===== src/rtl/ntt_seq.sv =====
// Sequential N-point NTT over Z_q with one modular multiply-accumulate per cycle.
// Coefficients stream in, X[i] = sum_j x[j]*w^(i*j) mod q streams out.
module ntt_seq #(
   parameter int N  = 8,
   parameter int W  = 4,
   parameter int QW = 8
) (
   input  logic          clk,
   input  logic          rst_n,
   input  logic [QW-1:0] q,
   input  logic [QW-1:0] w,
   input  logic          in_valid,
   output logic          in_ready,
   input  logic [W-1:0]  in_data,
   output logic          out_valid,
   input  logic          out_ready,
   output logic [QW-1:0] out_data,
   output logic          busy
);

   localparam int CW = $clog2(N);
   localparam int PW = 2 * QW;
   localparam int SW = 2 * QW + 1;
   localparam int IW = (W > QW) ? W : QW;
   localparam logic [CW-1:0] LAST = CW'(N - 1);
   localparam logic [QW-1:0] ONE  = QW'(1);

   typedef enum logic [1:0] {LOAD, COMPUTE, OUTPUT} state_t;

   state_t        state_q, state_d;
   logic [CW-1:0] idx_q, idx_d, k_q, k_d;
   logic [CW-1:0] i_q, i_d, j_q, j_d;
   logic [QW-1:0] acc_q, acc_d, step_q, step_d, twid_q, twid_d;
   logic [QW-1:0] qs_q, qs_d, ws_q, ws_d;
   logic          in_ready_q, in_ready_d, out_valid_q, out_valid_d;
   logic          busy_q, busy_d;
   logic [QW-1:0] out_data_q, out_data_d;

   logic [QW-1:0] x_q   [N];
   logic [QW-1:0] res_q [N];
   logic          x_we, res_we;

   logic [QW-1:0] q_eff, in_red, mac, twid_n, step_n;
   logic [PW-1:0] prod;

   // the frame's first coefficient is reduced by the modulus being latched with it
   assign q_eff  = (idx_q == '0) ? q : qs_q;
   assign in_red = QW'(IW'(in_data) % IW'(q_eff));
   assign prod   = PW'(x_q[j_q]) * PW'(twid_q);
   assign mac    = QW'((SW'(acc_q) + SW'(prod)) % SW'(qs_q));
   assign twid_n = QW'((PW'(twid_q) * PW'(step_q)) % PW'(qs_q));
   assign step_n = QW'((PW'(step_q) * PW'(ws_q)) % PW'(qs_q));

   always_comb begin
      state_d     = state_q;
      idx_d       = idx_q;
      k_d         = k_q;
      i_d         = i_q;
      j_d         = j_q;
      acc_d       = acc_q;
      step_d      = step_q;
      twid_d      = twid_q;
      qs_d        = qs_q;
      ws_d        = ws_q;
      in_ready_d  = in_ready_q;
      out_valid_d = out_valid_q;
      busy_d      = busy_q;
      out_data_d  = out_data_q;
      x_we        = 1'b0;
      res_we      = 1'b0;
      unique case (state_q)
         LOAD: begin
            if (in_valid && in_ready_q) begin
               x_we = 1'b1;
               if (idx_q == '0) begin
                  qs_d = q;
                  ws_d = w;
               end
               if (idx_q == LAST) begin
                  idx_d      = '0;
                  state_d    = COMPUTE;
                  in_ready_d = 1'b0;
                  busy_d     = 1'b1;
                  i_d        = '0;
                  j_d        = '0;
                  acc_d      = '0;
                  step_d     = ONE;
                  twid_d     = ONE;
               end else begin
                  idx_d = idx_q + CW'(1);
               end
            end
         end
         COMPUTE: begin
            twid_d = twid_n;
            if (j_q == LAST) begin
               res_we = 1'b1;
               acc_d  = '0;
               twid_d = ONE;
               step_d = step_n;
               j_d    = '0;
               if (i_q == LAST) begin
                  i_d         = '0;
                  k_d         = '0;
                  state_d     = OUTPUT;
                  out_valid_d = 1'b1;
                  out_data_d  = res_q[0];
               end else begin
                  i_d = i_q + CW'(1);
               end
            end else begin
               acc_d = mac;
               j_d   = j_q + CW'(1);
            end
         end
         OUTPUT: begin
            if (out_ready) begin
               if (k_q == LAST) begin
                  k_d         = '0;
                  state_d     = LOAD;
                  out_valid_d = 1'b0;
                  busy_d      = 1'b0;
                  in_ready_d  = 1'b1;
               end else begin
                  k_d        = k_q + CW'(1);
                  out_data_d = res_q[k_q + CW'(1)];
               end
            end
         end
         default: state_d = LOAD;
      endcase
   end

   always_ff @(posedge clk) begin
      if (!rst_n) begin
         state_q     <= LOAD;
         idx_q       <= '0;
         k_q         <= '0;
         i_q         <= '0;
         j_q         <= '0;
         acc_q       <= '0;
         step_q      <= ONE;
         twid_q      <= ONE;
         qs_q        <= '0;
         ws_q        <= '0;
         in_ready_q  <= 1'b1;
         out_valid_q <= 1'b0;
         busy_q      <= 1'b0;
         out_data_q  <= '0;
      end else begin
         state_q     <= state_d;
         idx_q       <= idx_d;
         k_q         <= k_d;
         i_q         <= i_d;
         j_q         <= j_d;
         acc_q       <= acc_d;
         step_q      <= step_d;
         twid_q      <= twid_d;
         qs_q        <= qs_d;
         ws_q        <= ws_d;
         in_ready_q  <= in_ready_d;
         out_valid_q <= out_valid_d;
         busy_q      <= busy_d;
         out_data_q  <= out_data_d;
      end
   end

   // buffers hold data across reset; the FSM never reads stale entries
   always_ff @(posedge clk) begin
      if (rst_n && x_we)   x_q[idx_q] <= in_red;
      if (rst_n && res_we) res_q[i_q] <= mac;
   end

   assign in_ready  = in_ready_q;
   assign out_valid = out_valid_q;
   assign busy      = busy_q;
   assign out_data  = out_data_q;

endmodule


===== config.mk =====
export PLATFORM = sky130hd
export DESIGN_NAME = ntt_seq
export DESIGN_NICKNAME = d
export VERILOG_FILES = /design/src/rtl/ntt_seq.sv
export SDC_FILE = /design/constraint.sdc
export NUM_CORES = 2
export LEC_CHECK = 0
export ABC_AREA = 1
export BUFFER_PORTS_ARGS = -buffer_cell sky130_fd_sc_hd__buf_2
export CAP_MARGIN = 15
export CORE_ASPECT_RATIO = 1.4
export CORE_MARGIN = 4
export CORE_UTILIZATION = 55
export CTS_CLUSTER_SIZE = 20
export DETAILED_ROUTE_END_ITERATION = 8
export PLACE_DENSITY = 0.82
export SLEW_MARGIN = 20
export SYNTH_ARGS = -nofsm -noshare
export SYNTH_HDL_FRONTEND = slang
export SYNTH_SLANG_ARGS = --single-unit
export TNS_END_PERCENT = 10

===== constraint.sdc =====
create_clock -name clk -period 38 [get_ports clk]
set_input_delay 5.7 -clock clk [delete_from_list [all_inputs] [get_ports clk]]
set_output_delay 5.7 -clock clk [all_outputs]
set_load 0.02 [all_outputs]

==> results.cfg <==
[worst_setup_path]
worstSetupEndpointType = register
reg2reg_depth = 230
worst-path-buf-inv = 45
cp_num_cells = 230
critPathRequiredTime_ns = 38.18
cp_max_fo = 18
max_stage_delay_ns = 0.56
path_class = register to register
critical-path-top-delay-family = compound AO/OA/AOI/OAI gates
crit_arrival_ns = 34.98
cp_slowest_cell = fa_1
startpoint_type = register
critPathMostFrequentCell = nand2_1

[clocking]
cts_made_buffers = 17
cts.sinks = 196
cts_root_buffer = clkbuf_16
clk_path_buf_depth = 2
cts_hold_buf = 0
clkLatencyLatePin_ns = 0.46
clkSlewWorstSetupHoldPaths_ns = 0.07
cts_tree = yes
h-tree-depth = 4

[hold_path]
hp-class = register to register
min_path_cells = 2

[layout]
fin_nets = 5197
stdcell_count = 5338
fill_cells = 5241
fin_area_sq_um = 34140
area_growth_pct = 5.833
drive_above_1_share = 0.07575

[die]
die_w_um = 212.7
num_rows = 104
core_sq_um = 57780
initial_core_util = 0.5583
io_pins = 35
die_y_um = 294.6
dieArea_sq_um = 62640

[global_route]
grtUsageTotal = 0.2535
grt_pass1_wl_um = 132500
grt_pass1_vias = 28480
grt_max_degree = 40
antenna_found_initial = 3
grt.overflow.total = 0

[sta]
relSlewSlack = 0.1982
period_needed_ns = 34.80
finClkSkew_ns = 0.01668
setup_tns_ns = 0
maxSlewViolCount = 0
fin_ws_ns = 3.202
timing.final.crit_share = 0.9157
setup_viol = 0
worst_pin_slew_ns = 1.190
hold_viol_final = 0
max_freq_mhz = 28.74

[logic_synthesis]
yosysTopAreaCellShare = 0.1831
yosysSeqAreaShare = 0.1614
yosysMostFrequentCell = nand2_1
synth_edf_count = 128
ys_warn_count = 0
synth_area_leaders = ha_1 18%, edfxtp_1 12%, nand2_1 12%
synth_ff_type = edfxtp_1
avgSynthCellArea_sq_um = 7.066
synthDominantAreaCellType = ha_1
yosysUniqueCellTypes = 68
synth-seq-cells = 196
syn_area_sq_um = 32260
synth_cells = 4565
synthTopCellsByCount = 1,020 x nand2_1, 732 x inv_1, 472 x ha_1, 342 x o21ai_0, 305 x nor2_1
async_flop_share = 0

[route]
routed_wirelength_um = 80120
viasPerCell = 5.537
drtIter0Drc = 1618
post_drt_wl_per_cell_um = 15.01
vias = 29560
drtPass1Iterations = 5
drtAntennaViolNets = 0
drc = 0

[placement]
placed_cells = 5275
dp_slack_ns = 1.071
dpl.hpwl_um = 63530
dpl_cell_area_sq_um = 33090
gp_congestion = 0.9285
io_buffers = 34

[run]
cap_violations = 0

[status]
status = finished clean
## registers in the layout, indices dropped and copies added, names as in the netlist, named ones only
signal     count
ws_q           8
idx_q          3
out_valid      1
i_q            3
out_data       8
acc_q          8
j_q            3
busy           1
twid_q         8
state_q        2
in_ready       1
res_q         64
step_q         8
x_q           64
k_q            3
qs_q           8
## final timing paths
path / from / to / slack, ns
hold / removal: busy$_SDFFE_PN0P_ / busy$_SDFFE_PN0P_ / 0.46
setup reg to reg: register / res_q[1][4]$_DFFE_PP_ / 3.20
setup / recovery: register / res_q[1][4]$_DFFE_PP_ / 3.20
hold reg to reg: busy$_SDFFE_PN0P_ / busy$_SDFFE_PN0P_ / 0.46
## repair_timing
action / in CTS / in global routing
gates resized for setup: 0 / 75
endpoints found under the setup margin: 0 / 88
buffers inserted: 0 / 26
## final cells by class
type	instances	area (sq um)	share of cell area
Clock buffer	17	425.4	0.01246
Sequential cell	196	5230	0.1532
Antenna cell	2	5.005	0.0001466
Clock inverter	15	167.7	0.004911
Inverter	748	2828	0.08283
Tap cell	742	928.4	0.02719
Multi-Input combinational cell	3528	23950	0.7015
Timing Repair Buffer	89	603.1	0.01766
Timing Repair inverter	1	5.005	0.0001466
## cells by family (layout without fill, tap and decap cells)
family                   Yosys count  in the layout  synth area share
flip-flops                       196            196            0.1614
AO/OA/AOI/OAI                    850            850            0.1546
adder cells (fa/ha/maj)          592            592            0.2575
AND/OR/NAND/NOR                 1792           1794            0.2449
buffers and inverters            846            870            0.1026
other                              1              6         0.0001162
multiplexers                      18             18          0.005663
XOR/XNOR                         270            270           0.07331
## per-stage QoR
stage | hold WS, ns | util
2_1_floorplan | 0.4414 | -
3_3_place_gp | 0.4475 | 0.5727
3_5_place_dp | 0.4556 | 0.5727
4_1_cts | 0.4667 | 0.5829
5_1_grt | 0.4982 | 0.5908
6_report | 0.4648 | 0.5909
## layer usage
metal	global-route usage	vias up	part of all wire
li1	-	15010	-
met1	0.2906	13570	0.40
met2	0.4649	731	0.50
met3	0.02736	244	0.045
met4	0.1248	2	0.057
met5	0	-	0.00016
## placed cells by master, fill, tap and decap left out, drive strengths merged, types with 11 or more instances in the layout
cell type	count
inv	746
o22ai	16
o221ai	17
or2	33
o21bai	48
fa	120
o21ai	385
and2	11
nand3b	17
xor2	130
edfxtp	128
mux2i	16
o31ai	15
nor2	337
a21o	101
nand3	250
nand4	37
nor3	41
ha	472
dfxtp	68
buf	89
xnor2	140
nand2	1058
clkbuf	17
a21oi	215
## worst min-delay path, delay by kind of cell (launching register included)
kind | cells | cell delay (ns)
and+or+nand+nor | 1 | 0.06
AOI/OAI and AO/OA | 1 | 0.05
DFF | 1 | 0.31
Power is not shown: default switching activity piles up to over one toggle a cycle in this logic, so the estimate is an artifact.
